**src/rtl/serial_add_if.sv**
```systemverilog
// serial_add_if: start/busy/done handshake and operand/result bus for serial_add_ctrl (sub port under SERIAL_ADD_SUB_EN)
interface serial_add_if #(parameter int WIDTH = 8);
    logic             start;
    logic [WIDTH-1:0] a;
    logic [WIDTH-1:0] b;
`ifdef SERIAL_ADD_SUB_EN
    logic             sub;
`endif
    logic             busy;
    logic             done;
    logic [WIDTH-1:0] sum;
    logic             cout;
`ifdef SERIAL_ADD_SUB_EN
    modport master(output start, a, b, sub, input busy, done, sum, cout);
    modport slave(input start, a, b, sub, output busy, done, sum, cout);
`else
    modport master(output start, a, b, input busy, done, sum, cout);
    modport slave(input start, a, b, output busy, done, sum, cout);
`endif
endinterface

```
**src/rtl/serial_add_ctrl.sv**
```systemverilog
// serial_add_ctrl: bit-serial WIDTH-bit adder sharing one full-adder cell, LSB first (SERIAL_ADD_SUB_EN adds subtraction)
module serial_add_ctrl #(
    parameter int WIDTH = 8
) (
    input logic        clk,
    input logic        rst,
    serial_add_if.slave bus
);
    localparam int CW = $clog2(WIDTH) + 1;
    typedef enum logic [1:0] {IDLE, RUN, DONE} state_t;
    state_t           state, state_nx;
    logic [WIDTH-1:0] a_sr, b_sr, sum_r;
    logic [CW-1:0]    cnt;
    logic             carry, cout_r, s, c_nx, last, accept;
    assign s      = a_sr[0] ^ b_sr[0] ^ carry;
    assign c_nx   = (a_sr[0] & b_sr[0]) | (carry & (a_sr[0] ^ b_sr[0]));
    assign last   = cnt == CW'(WIDTH - 1);
    assign accept = state == IDLE && bus.start;
    assign bus.sum  = sum_r;
    assign bus.cout = cout_r;
    always_ff @(posedge clk) begin
        if (rst) state <= IDLE;
        else     state <= state_nx;
    end
    always_comb begin
        state_nx = (state == IDLE) ? (bus.start ? RUN : IDLE) :
                   (state == RUN)  ? (last ? DONE : RUN) : IDLE;
        bus.busy = state == RUN;
        bus.done = state == DONE;
    end
    // Result bits enter at the MSB so that after WIDTH shifts bit 0 lands in sum[0].
    always_ff @(posedge clk) begin
        if (rst) begin
            a_sr   <= '0;
            b_sr   <= '0;
            sum_r  <= '0;
            cnt    <= '0;
            carry  <= 1'b0;
            cout_r <= 1'b0;
        end else if (accept) begin
            a_sr  <= bus.a;
            cnt   <= '0;
`ifdef SERIAL_ADD_SUB_EN
            b_sr  <= bus.sub ? ~bus.b : bus.b;
            carry <= bus.sub;
`else
            b_sr  <= bus.b;
            carry <= 1'b0;
`endif
        end else if (state == RUN) begin
            sum_r <= {s, sum_r[WIDTH-1:1]};
            carry <= c_nx;
            a_sr  <= a_sr >> 1;
            b_sr  <= b_sr >> 1;
            cnt   <= cnt + CW'(1);
            if (last) cout_r <= c_nx;
        end
    end
endmodule

```
**src/flat_wrapper.sv**
```systemverilog
// flat-port wrapper written by rule: the top's interface ports become plain ports
module serial_add_ctrl_flat 
#(
    parameter int WIDTH = 8
)
  (clk, rst, bus_start, bus_a, bus_b, bus_busy, bus_done, bus_sum, bus_cout);
  serial_add_if #(.WIDTH(WIDTH)) bus_i ();
  input logic clk;
  input logic rst;
  input wire logic [$bits(bus_i.start)-1:0] bus_start;
  input wire logic [$bits(bus_i.a)-1:0] bus_a;
  input wire logic [$bits(bus_i.b)-1:0] bus_b;
  output wire logic [$bits(bus_i.busy)-1:0] bus_busy;
  output wire logic [$bits(bus_i.done)-1:0] bus_done;
  output wire logic [$bits(bus_i.sum)-1:0] bus_sum;
  output wire logic [$bits(bus_i.cout)-1:0] bus_cout;
  assign bus_i.start = bus_start;
  assign bus_i.a = bus_a;
  assign bus_i.b = bus_b;
  assign bus_busy = bus_i.busy;
  assign bus_done = bus_i.done;
  assign bus_sum = bus_i.sum;
  assign bus_cout = bus_i.cout;
  serial_add_ctrl #(.WIDTH(WIDTH)) u_core (.clk(clk), .rst(rst), .bus(bus_i));
endmodule
```
**config.mk**
```make
export PLATFORM = sky130hd
export DESIGN_NAME = serial_add_ctrl_flat
export DESIGN_NICKNAME = d
export VERILOG_FILES = /design/src/rtl/serial_add_if.sv /design/src/rtl/serial_add_ctrl.sv /design/src/flat_wrapper.sv
export SDC_FILE = /design/constraint.sdc
export NUM_CORES = 1
export LEC_CHECK = 0
export CORE_MARGIN = 5
export CORE_UTILIZATION = 45
export DETAILED_ROUTE_END_ITERATION = 6
export GPL_TIMING_DRIVEN = 0
export PLACE_DENSITY = 0.78
export SETUP_SLACK_MARGIN = 0.15
export SYNTH_ARGS = -nofsm -noshare
export SYNTH_HDL_FRONTEND = slang
export SYNTH_SLANG_ARGS = --single-unit
```
**constraint.sdc**
```tcl
create_clock -name clk -period 3.1 [get_ports clk]
set_input_delay 0.775 -clock clk [delete_from_list [all_inputs] [get_ports clk]]
set_output_delay 0.775 -clock clk [all_outputs]
set_load 0.1 [all_outputs]
```
=== Yosys cells after proc, flatten, opt, wreduce, memory -nomap -nowiden ===
Index checks and enable logic that the tools add are counted.

* Register bits after elaboration: 32
* Output and inout bits: 11
* Word-level logic and storage cells: 31

* $add $sub $neg: 1
* Equal/unequal tests: 3
* Mux-type cells: 8
* Bitwise gates (word level): 6
* Reductions and logical operators: 6

{| class="wikitable"
|+ Operators by type and width
! operator !! number
|-
| 8-bit 2-to-1 mux || 4
|-
| 2-bit 2-to-1 mux || 3
|-
| 4-bit by 1-bit adder with 4-bit output, second input constant || 1
|-
| 4-bit by 3-bit equality test with 1-bit output, second input constant || 1
|-
| 3-bit AND reduction || 1
|-
| 1-bit bitwise AND || 2
|-
| 2-bit by 1-bit equality test with 1-bit output, second input constant || 1
|-
| 2-bit equality test, second input constant || 1
|-
| 2-bit logical NOT || 1
|-
| 2-bit AND reduction || 1
|-
| 2-bit nonzero test || 1
|-
| 2-bit OR reduction || 1
|-
| 1-bit bitwise XOR || 2
|-
| 1-bit logical AND || 1
|-
| 1-bit 2-to-1 mux || 1
|-
| 1-bit NOT || 1
|-
| 1-bit bitwise OR || 1
|}

=== Longest topological paths before layout ===
Gate-level depths: netlist of run 1.

* Depth in word-level cells: 4
* Depth in mapped cells: 7

=== Worst setup path before layout of run 1 ===
No wires, ideal clock.

* Path kind: reg2out
* Start point: register u_core.state[1]
* End point: output bus_done
* Arrival time: 2.082 ns
* Required time: 2.325 ns
* Slack: 0.243 ns
* Stages on the path, launching flop included: 4
* Path buffers: 2
* Cell sequence: dfxtp_1 -> buf_6 -> clkbuf_1 -> nor2b_1

* Longest elaborated chain between the ends: 1

{| class="wikitable"
|+ Ends and longest elaborated chain
! item !! RTL line !! source
|-
| from (decl) || serial_add_ctrl.sv:11 || <nowiki>state_t state, state_nx;</nowiki>
|-
| from (signal assigned) || serial_add_ctrl.sv:23 || <nowiki>else state <= state_nx;</nowiki>
|-
| 2-bit equality test || serial_add_ctrl.sv:29 || <nowiki>bus.done = state == DONE;</nowiki>
|-
| to (decl) || flat_wrapper.sv:14 || <nowiki>output wire logic [$bits(bus_i.done)-1:0] bus_done;</nowiki>
|}

No other way between the ends.

=== Final worst setup path of run 1 ===
* Start point: register u_core.state[0]
* End point: output bus_busy

* Longest elaborated chain between the ends: 1

{| class="wikitable"
|+ Ends and longest elaborated chain
! item !! RTL line !! source
|-
| 2-bit by 1-bit equality test with 1-bit output || serial_add_ctrl.sv:28 || <nowiki>bus.busy = state == RUN;</nowiki>
|-
| to (decl) || flat_wrapper.sv:13 || <nowiki>output wire logic [$bits(bus_i.busy)-1:0] bus_busy;</nowiki>
|}

No other way between the ends.

==> key figures, run 1 <==
Power
  – Comb pwr share: 15.6%
  – Peak supply drop: 0.418 mV
  – Int Power: ~670 uW
  – Clock Power Share: 34.7%
  – Seq pwr share: between 40 and 50%
  – Static Leakage: 0.702 nW
  – Sw Ratio: 25.8%
  – Power Density: 479 nW/um^2
  – Net switching power: 232 uW

CTS
  – TritonCTS Sinks: 32
  – Clock tree buffer depth: 2
  – CTS Buf Count: 5
  – CTS tree: yes
  – # H-tree levels: 2
  – Hold Buf Count CTS: 0
  – Worst-Skew Late Latency: roughly 0.34 ns
  – Post-cts resize count: 6
  – Clk slew on worst S/H paths: 0.11 ns
  – Number of post-CTS setup repair buffers: 0
  – Root Driver: clkbuf_4

Timing
  – Setup ws final: ~0.39 ns
  – Unrepaired setup endpoints after global routing: false
  – Worst-margin pin slew: between 0.9 and 1 ns
  – Crit share post-route: slightly below 90%
  – Max Slew Vio Count: 0
  – Final Skew: between 0.01 and 0.015 ns
  – Fin. Hold Viols: 0
  – Tmin final: about 2.7 ns
  – Setup TNS Final: 0 ns
  – Max_slew headroom: 34.4%
  – Final setup viols: 0
  – Fmax: between 300 and 400 MHz

Placed design
  – Pre-CTS setup slack: about 0.17 ns
  – Port bufs: 29
  – DP HPWL: 2390 um
  – Final GP Congestion: 0.782

Yosys
  – Synth Area per Inst: between 8 and 9 sq um
  – Mux cell area share after synthesis: 0%
  – Yosys reg bits: 32
  – Post-Synth Simple-Gate Area: 34.3%
  – Top_reg_cell synth: dfxtp_1
  – Sequential fraction of the synthesis area: 44.3%
  – Syn. warnings: 0
  – Leading area contributor after synthesis: dfxtp_1
  – Area contributors post-synth: dfxtp_1, a21oi_1, nand2b_1, nor2_1, nor3_1
  – XOR/XNOR Fraction of Synth Area: 0%
  – Synth async-reset ratio: 0%
  – Post-synthesis cell area: 1450 sq um
  – Cells after synthesis: 172
  – Adder-cell share of the synthesized area: under 10%
  – Net Count, Synth: 193
  – Post-synth EDFFs: 0
  – Most frequent cell after synthesis: dfxtp_1
  – Compound-Gate Fraction of Synth Area: 14.1%
  – Synth cell types: 29
  – Top cell type's share of synthesized area: 44.3%
  – Largest family of logic cells by synthesized area: simple AND/OR/NAND/NOR gates
  – Commonest cells post-synth: dfxtp_1, a21oi_1, nor2_1

Hold path
  – Hold path startpoint: u_core.bus.sum[0]$_SDFFE_PP0P_
  – Tightest Hold Check Type: flop to flop

Worst setup path
  – Crit path to: bus_busy
  – R2r setup slk: around 1.7 ns
  – Worst path slowest cell: clkdlybuf4s15_2
  – RR Startpoint: u_core.state[0]$_SDFF_PP0_
  – Type of origin of the critical path: flop
  – Critical path fanouts, max: 10
  – Critical-path cell list: nand2b_4, buf_6, inv_2, buf_4, clkdlybuf4s15_2
  – Max incr delay on CP: 0.57 ns
  – Cells on worst reg2reg path: 4
  – R2r endpoint: u_core.a_sr[5]$_SDFFE_PP0P_
  – Critical Path Start: u_core.state[0]$_SDFF_PP0_
  – Crit path kind: flop to primary output
  – Crit end category: primary output
  – Worst EP required: 2.32 ns
  – Worst EP arrival: 1.94 ns

Global routing
  – First-pass GRT wire length: 5460 um
  – Initial antenna violation count: 0
  – Largest net degree at the start of global routing: 12
  – GR Overflow Total: 0
  – GRT Resource Usage Total: ~16%
  – Vias in the first global route: 1,226

Routing
  – Drt pass-1 iters: 4
  – Drc violations: 0
  – Vias/cell: 5.19
  – Vias post-DR: about 1,300
  – DR iter-0 viols: 54
  – Drt total wl: 3220 um
  – Antenna-violating nets left: 0
  – Drt wl/cell: 12.7 um

Floorplan
  – Num ports: 30
  – DIE AREA: around 4500 sq um
  – Std cell rows: 20
  – Die Wd: 66.7 um
  – Initial Util: 47.0%
  – Die Height: 66.7 um
  – Core region area: 3080 sq um

Cells and area
  – Nets@finish: between 200 and 250
  – P&R area growth vs syn: 29.6%
  – # diodes: 0
  – Layout cell share with drive strength beyond 1: 13.4%

Outcome
  – Status: completed

Flow run
  – Max-Cap Viols: 0
## power groups by stage
stage / Clock [mW] / Sequential, mW / Combinational [mW]
3_5_place_dp: 0 / 0.457 / 0.141
3_3_place_gp: 0 / 0.455 / 0.136
5_1_grt: 0.345 / 0.451 / 0.155
4_1_cts: 0.323 / 0.447 / 0.141
2_1_floorplan: 0 / 0.463 / 0.0847
6_report: 0.312 / 0.447 / 0.140
## sequential cells by signal (all words and copies together), names as in the netlist
name,count
u_core.state,2
u_core.bus.sum,8
u_core.a_sr,8
u_core.b_sr,8
u_core.carry,1
u_core.cnt,4
u_core.bus.cout,1
## critical path, delay by kind of cell (launching register included)
kind / cells / cell delay, ns
buf+inv: 4 / 1.00
flops: 1 / 0.53
simple gates: 1 / 0.07
## cell type report
| class | instances | area [sq um] |
|---|---|---|
| tap | 44 | 55.1 |
| sequential | 32 | 641 |
| buffer | 12 | 70.1 |
| multi-input combinational | 127 | 733 |
| clock buffer | 5 | 37.5 |
| fill | 297 | 1200 |
| clock inverter | 3 | 42.5 |
| inverter | 1 | 3.75 |
| timing repair buffer | 29 | 293 |
## cell families (layout without fill, tap and decap cells)
family	count (synthesis)	after routing
buf+inv	13	50
fa+ha+maj	2	2
flops	32	32
simple gates	91	91
compound gates	34	34
## metal layers
metal | part of all wire, % | vias up | track usage, %
met3 | 4.8 | 7 | 5.23
met5 | 0 | - | 0
met2 | 50 | 25 | 27.6
li1 | - | 663 | -
met4 | 2.0 | 0 | 7.61
met1 | 43 | 617 | 18.9
## metrics by stage
step           utilization, %  instances  power, mW  cell area [sq um]  hold slack (ns)
2_1_floorplan               -        172      0.548               1450            0.463
3_3_place_gp             58.3        245      0.591               1790            0.442
3_5_place_dp             58.3        245      0.598               1790            0.449
4_1_cts                  60.9        253      0.911               1880            0.464
5_1_grt                  60.9        253      0.951               1880            0.491
6_report                 60.9        253      0.899               1880            0.461
## placed cells by master (no fill, tap or decap), drive strengths merged
| master | Yosys | routed |
|---|---|---|
| dfxtp | 32 | 32 |
| clkdlybuf4s50 | 0 | 27 |
| a21oi | 23 | 23 |
| nor2 | 21 | 21 |
| nand2 | 18 | 18 |
| nand2b | 15 | 15 |
| nor3 | 14 | 14 |
| or3b | 14 | 14 |
| clkbuf | 5 | 10 |
| buf | 7 | 7 |
| a22oi | 4 | 4 |
| nor2b | 3 | 3 |
| nand3 | 3 | 3 |
| a211oi | 2 | 2 |
| clkdlybuf4s15 | 0 | 2 |
| inv | 1 | 1 |
| o21ba | 1 | 1 |
| o21bai | 1 | 1 |
| nor3b | 1 | 1 |
| and3b | 1 | 1 |
| a21bo | 1 | 1 |
| or3 | 1 | 1 |
| a31oi | 1 | 1 |
| a222oi | 1 | 1 |
| fa | 1 | 1 |
| ha | 1 | 1 |
| bufinv | 0 | 1 |
| clkinvlp | 0 | 1 |
| clkinv | 0 | 1 |
## worst min-delay path by stage
stage	cells after the start	end
floorplan	2	u_core.a_sr[1]$_SDFFE_PP0P_
global placement	2	u_core.bus.sum[0]$_SDFFE_PP0P_
detailed placement	2	u_core.bus.sum[0]$_SDFFE_PP0P_
CTS	2	u_core.bus.sum[0]$_SDFFE_PP0P_
global route	2	u_core.bus.sum[0]$_SDFFE_PP0P_
finish	2	u_core.bus.sum[0]$_SDFFE_PP0P_
Power figures use the tool's default switching activity.
==> run 2, diff against run 1 <==
--- a/config.mk
+++ b/config.mk
@@ -7,6 +7,7 @@
 export LEC_CHECK = 0
 export CORE_MARGIN = 5
 export CORE_UTILIZATION = 45
+export CTS_BUF_LIST = sky130_fd_sc_hd__clkbuf_16
 export DETAILED_ROUTE_END_ITERATION = 6
 export GPL_TIMING_DRIVEN = 0
 export PLACE_DENSITY = 0.78
==> run 2 against run 1 <==
Against the previous run: worst setup slack worse by 0.17 ns; routed wire length up 2.6%; first-iteration DRC count up 37%; critical path depth down 1; clock power up 77%; clock skew down 0.0079 ns; register-to-register slack about the same; sequential share of layout area down 1.4 points; hold slack worse by 0.0079 ns; cell count unchanged; non-clock buffer count unchanged; critical endpoint is now bus_done; largest power group is now the clock network; highest routed layer unchanged.
==> key figures, run 2 (same netlist as run 1, synthesis figures left out) <==
Outcome
  – Status: completed

Global routing
  – GRT Resource Usage Total: 16.9% (+0.42 points)
  – Initial antenna violation count: 0 (unchanged)
  – Largest net degree at the start of global routing: 12 (unchanged)
  – First-pass GRT wire length: 5570 um (+1.9%)
  – GR Overflow Total: 0 (unchanged)
  – Vias in the first global route: 1,236 (+0.82%)

Worst setup path
  – RR Startpoint: u_core.state[0]$_SDFF_PP0_
  – R2r endpoint: u_core.a_sr[5]$_SDFFE_PP0P_
  – Worst EP arrival: 2.11 ns (+0.17 ns)
  – Critical path fanouts, max: 10 (unchanged)
  – Worst EP required: 2.32 ns (about the same)
  – Max incr delay on CP: 0.82 ns (+0.25 ns)
  – Worst path buffer plus inverter count: 3 (-1)
  – Cells on worst reg2reg path: 4 (unchanged)
  – Crit path kind: flop to primary output
  – Worst path slowest cell: clkdlybuf4s15_1
  – R2r setup slk: 1.68 ns (about the same)
  – Type of origin of the critical path: flop
  – Crit end category: primary output
  – CP delay by family, top: buffers and inverters
  – Critical-path cell list: buf_6, clkbuf_1, nor2b_1, clkdlybuf4s15_1

Floorplan
  – Die Height: 66.7 um (unchanged)
  – Num ports: 30 (unchanged)
  – Core region area: 3080 sq um (unchanged)
  – Std cell rows: 20 (unchanged)
  – Die Wd: 66.7 um (unchanged)
  – Initial Util: 47.0% (unchanged)
  – DIE AREA: 4450 sq um (unchanged)

Placed design
  – Final GP Congestion: 0.782 (unchanged)
  – Port bufs: 29 (unchanged)
  – Pre-CTS setup slack: 0.174 ns (unchanged)
  – DP HPWL: 2390 um (unchanged)
  – Inst Count DP: 245 (unchanged)
  – Placed Area: 1790 sq um (unchanged)

Routing
  – Drt pass-1 iters: 4 (unchanged)
  – Vias post-DR: 1,302 (-0.76%)
  – Vias/cell: 5.15 (-0.76%)
  – Drt wl/cell: 13.0 um (+2.6%)
  – Drt total wl: 3300 um (+2.6%)
  – Drc violations: 0 (unchanged)
  – Antenna-violating nets left: 0 (unchanged)
  – DR iter-0 viols: 74 (+37%)

Timing
  – Final setup viols: 0 (unchanged)
  – Crit share post-route: 93.1% (+5.6 points)
  – Hold slack: 0.453 ns (-0.00786 ns)
  – Unrepaired setup endpoints after global routing: false
  – Fmax: 346 MHz (-6.0%)
  – Setup ws final: 0.214 ns (-0.174 ns)
  – Max Slew Vio Count: 0 (unchanged)
  – Worst-margin pin slew: 0.980 ns (-0.000539 ns)
  – Max_slew headroom: 34.5% (+0.036 points)
  – Fin. Hold Viols: 0 (unchanged)
  – Setup TNS Final: 0 ns (unchanged)
  – Tmin final: 2.89 ns (+0.174 ns)
  – Final Skew: 0.00676 ns (-0.00795 ns)

Hold path
  – Hold path startpoint: u_core.bus.sum[0]$_SDFFE_PP0P_
  – Tightest Hold Check Type: flop to flop
  – Worst Hold Path EP: u_core.bus.sum[0]$_SDFFE_PP0P_
  – Hold Path Depth: 2 (unchanged)

Cells and area
  – Layout cell share with drive strength beyond 1: 12.9% (-0.48 points)
  – Most frequent cells in the layout: dfxtp_1, clkdlybuf4s50_1, a21oi_1, nor2_1, nand2_1
  – Nets@finish: 229 (unchanged)
  – P&R area growth vs syn: 35.1%
  – Filler cells: 283 (-4.7%)
  – Final core utilization: 63.5% (+2.6 points)
  – Commonest non-fill, non-tap cell in the layout: dfxtp_1
  – # diodes: 0 (unchanged)
  – Final instance area: 1960 sq um (+4.3%)
  – Fin cells: 253 (unchanged)

CTS
  – CTS tree: yes
  – Worst-Skew Late Latency: 0.28 ns (-0.06 ns)
  – Number of post-CTS setup repair buffers: 0 (unchanged)
  – CTS Buf Count: 5 (unchanged)
  – Clk slew on worst S/H paths: 0.06 ns (-0.05 ns)
  – Root Driver: clkbuf_16
  – TritonCTS Sinks: 32 (unchanged)
  – Clock tree buffer depth: 2 (unchanged)
  – # H-tree levels: 2 (unchanged)

Flow run
  – Max-Cap Viols: 0 (unchanged)

Power
  – Peak supply drop: 0.404 mV (-3.2%)
  – Static Leakage: 0.742 nW (+5.6%)
  – Final Total Pwr: 1.14 mW (+27%)
  – Power Density: 584 nW/um^2 (+22%)
run 2: changes by cell type in the layout (fill, tap and decap cells not counted), sizes merged:
| cell | delta |
|---|---|
| clkbuf | +1 |
| clkdlybuf4s15 | -1 |
run 2: what timing repair did:
item | 4_1_cts | 5_1_grt
hold buffers | 0 | 0
gates resized for setup | 2 | 3
endpoints found under the setup margin | 2 | 2
run 2: worst register-to-register path, cell delays in order (launching register included):
cell and delay, ns:
dfxtp_1 0.40, clkbuf_2 0.22, or3b_2 0.46, a21oi_1 0.15, nor3_1 0.06
run 2: how the worst max path moves through the flow:
stage | start | to | slack [ns] | depth (start not counted)
final | u_core.state[1]$_SDFF_PP0_ | bus_done | 0.21 | 4
after CTS | u_core.state[0]$_SDFF_PP0_ | bus_busy | 0.15 | 5
after global routing | u_core.state[1]$_SDFF_PP0_ | bus_done | 0.16 | 4
after detailed placement | u_core.state[0]$_SDFF_PP0_ | bus_busy | 0.17 | 5
after global placement | u_core.state[0]$_SDFF_PP0_ | bus_busy | 0.19 | 5
after floorplan | u_core.state[1]$_SDFF_PP0_ | bus_done | 0.24 | 3
run 2: cell type report:
type / instances / area (sq um) / share of cell area, %
clock buffers: 5 / 125 / 6.40
flip-flops and latches: 32 / 641 / 32.8
inverters: 1 / 3.75 / 0.192
clock inverters: 3 / 42.5 / 2.18
multi-input cells: 127 / 733 / 37.5
plain buffers: 12 / 70.1 / 3.58
well taps: 44 / 55.1 / 2.82
repair buffers: 29 / 285 / 14.6
run 2: where the power goes:
part	internal, mW	switching [mW]	total, mW
clock	0.377	0.176	0.553
combinational	0.0652	0.0751	0.140
sequential	0.434	0.0139	0.448
run 2: metal layers:
layer	vias to the layer above	wire (um)	global-route usage [%]	share of wire (%)
met3	5	152	5.73	4.6
met1	613	1420	19.3	43
met4	0	51	7.61	1.5
met2	22	1680	28.2	51
li1	662	-	-	-
met5	-	0	0	0
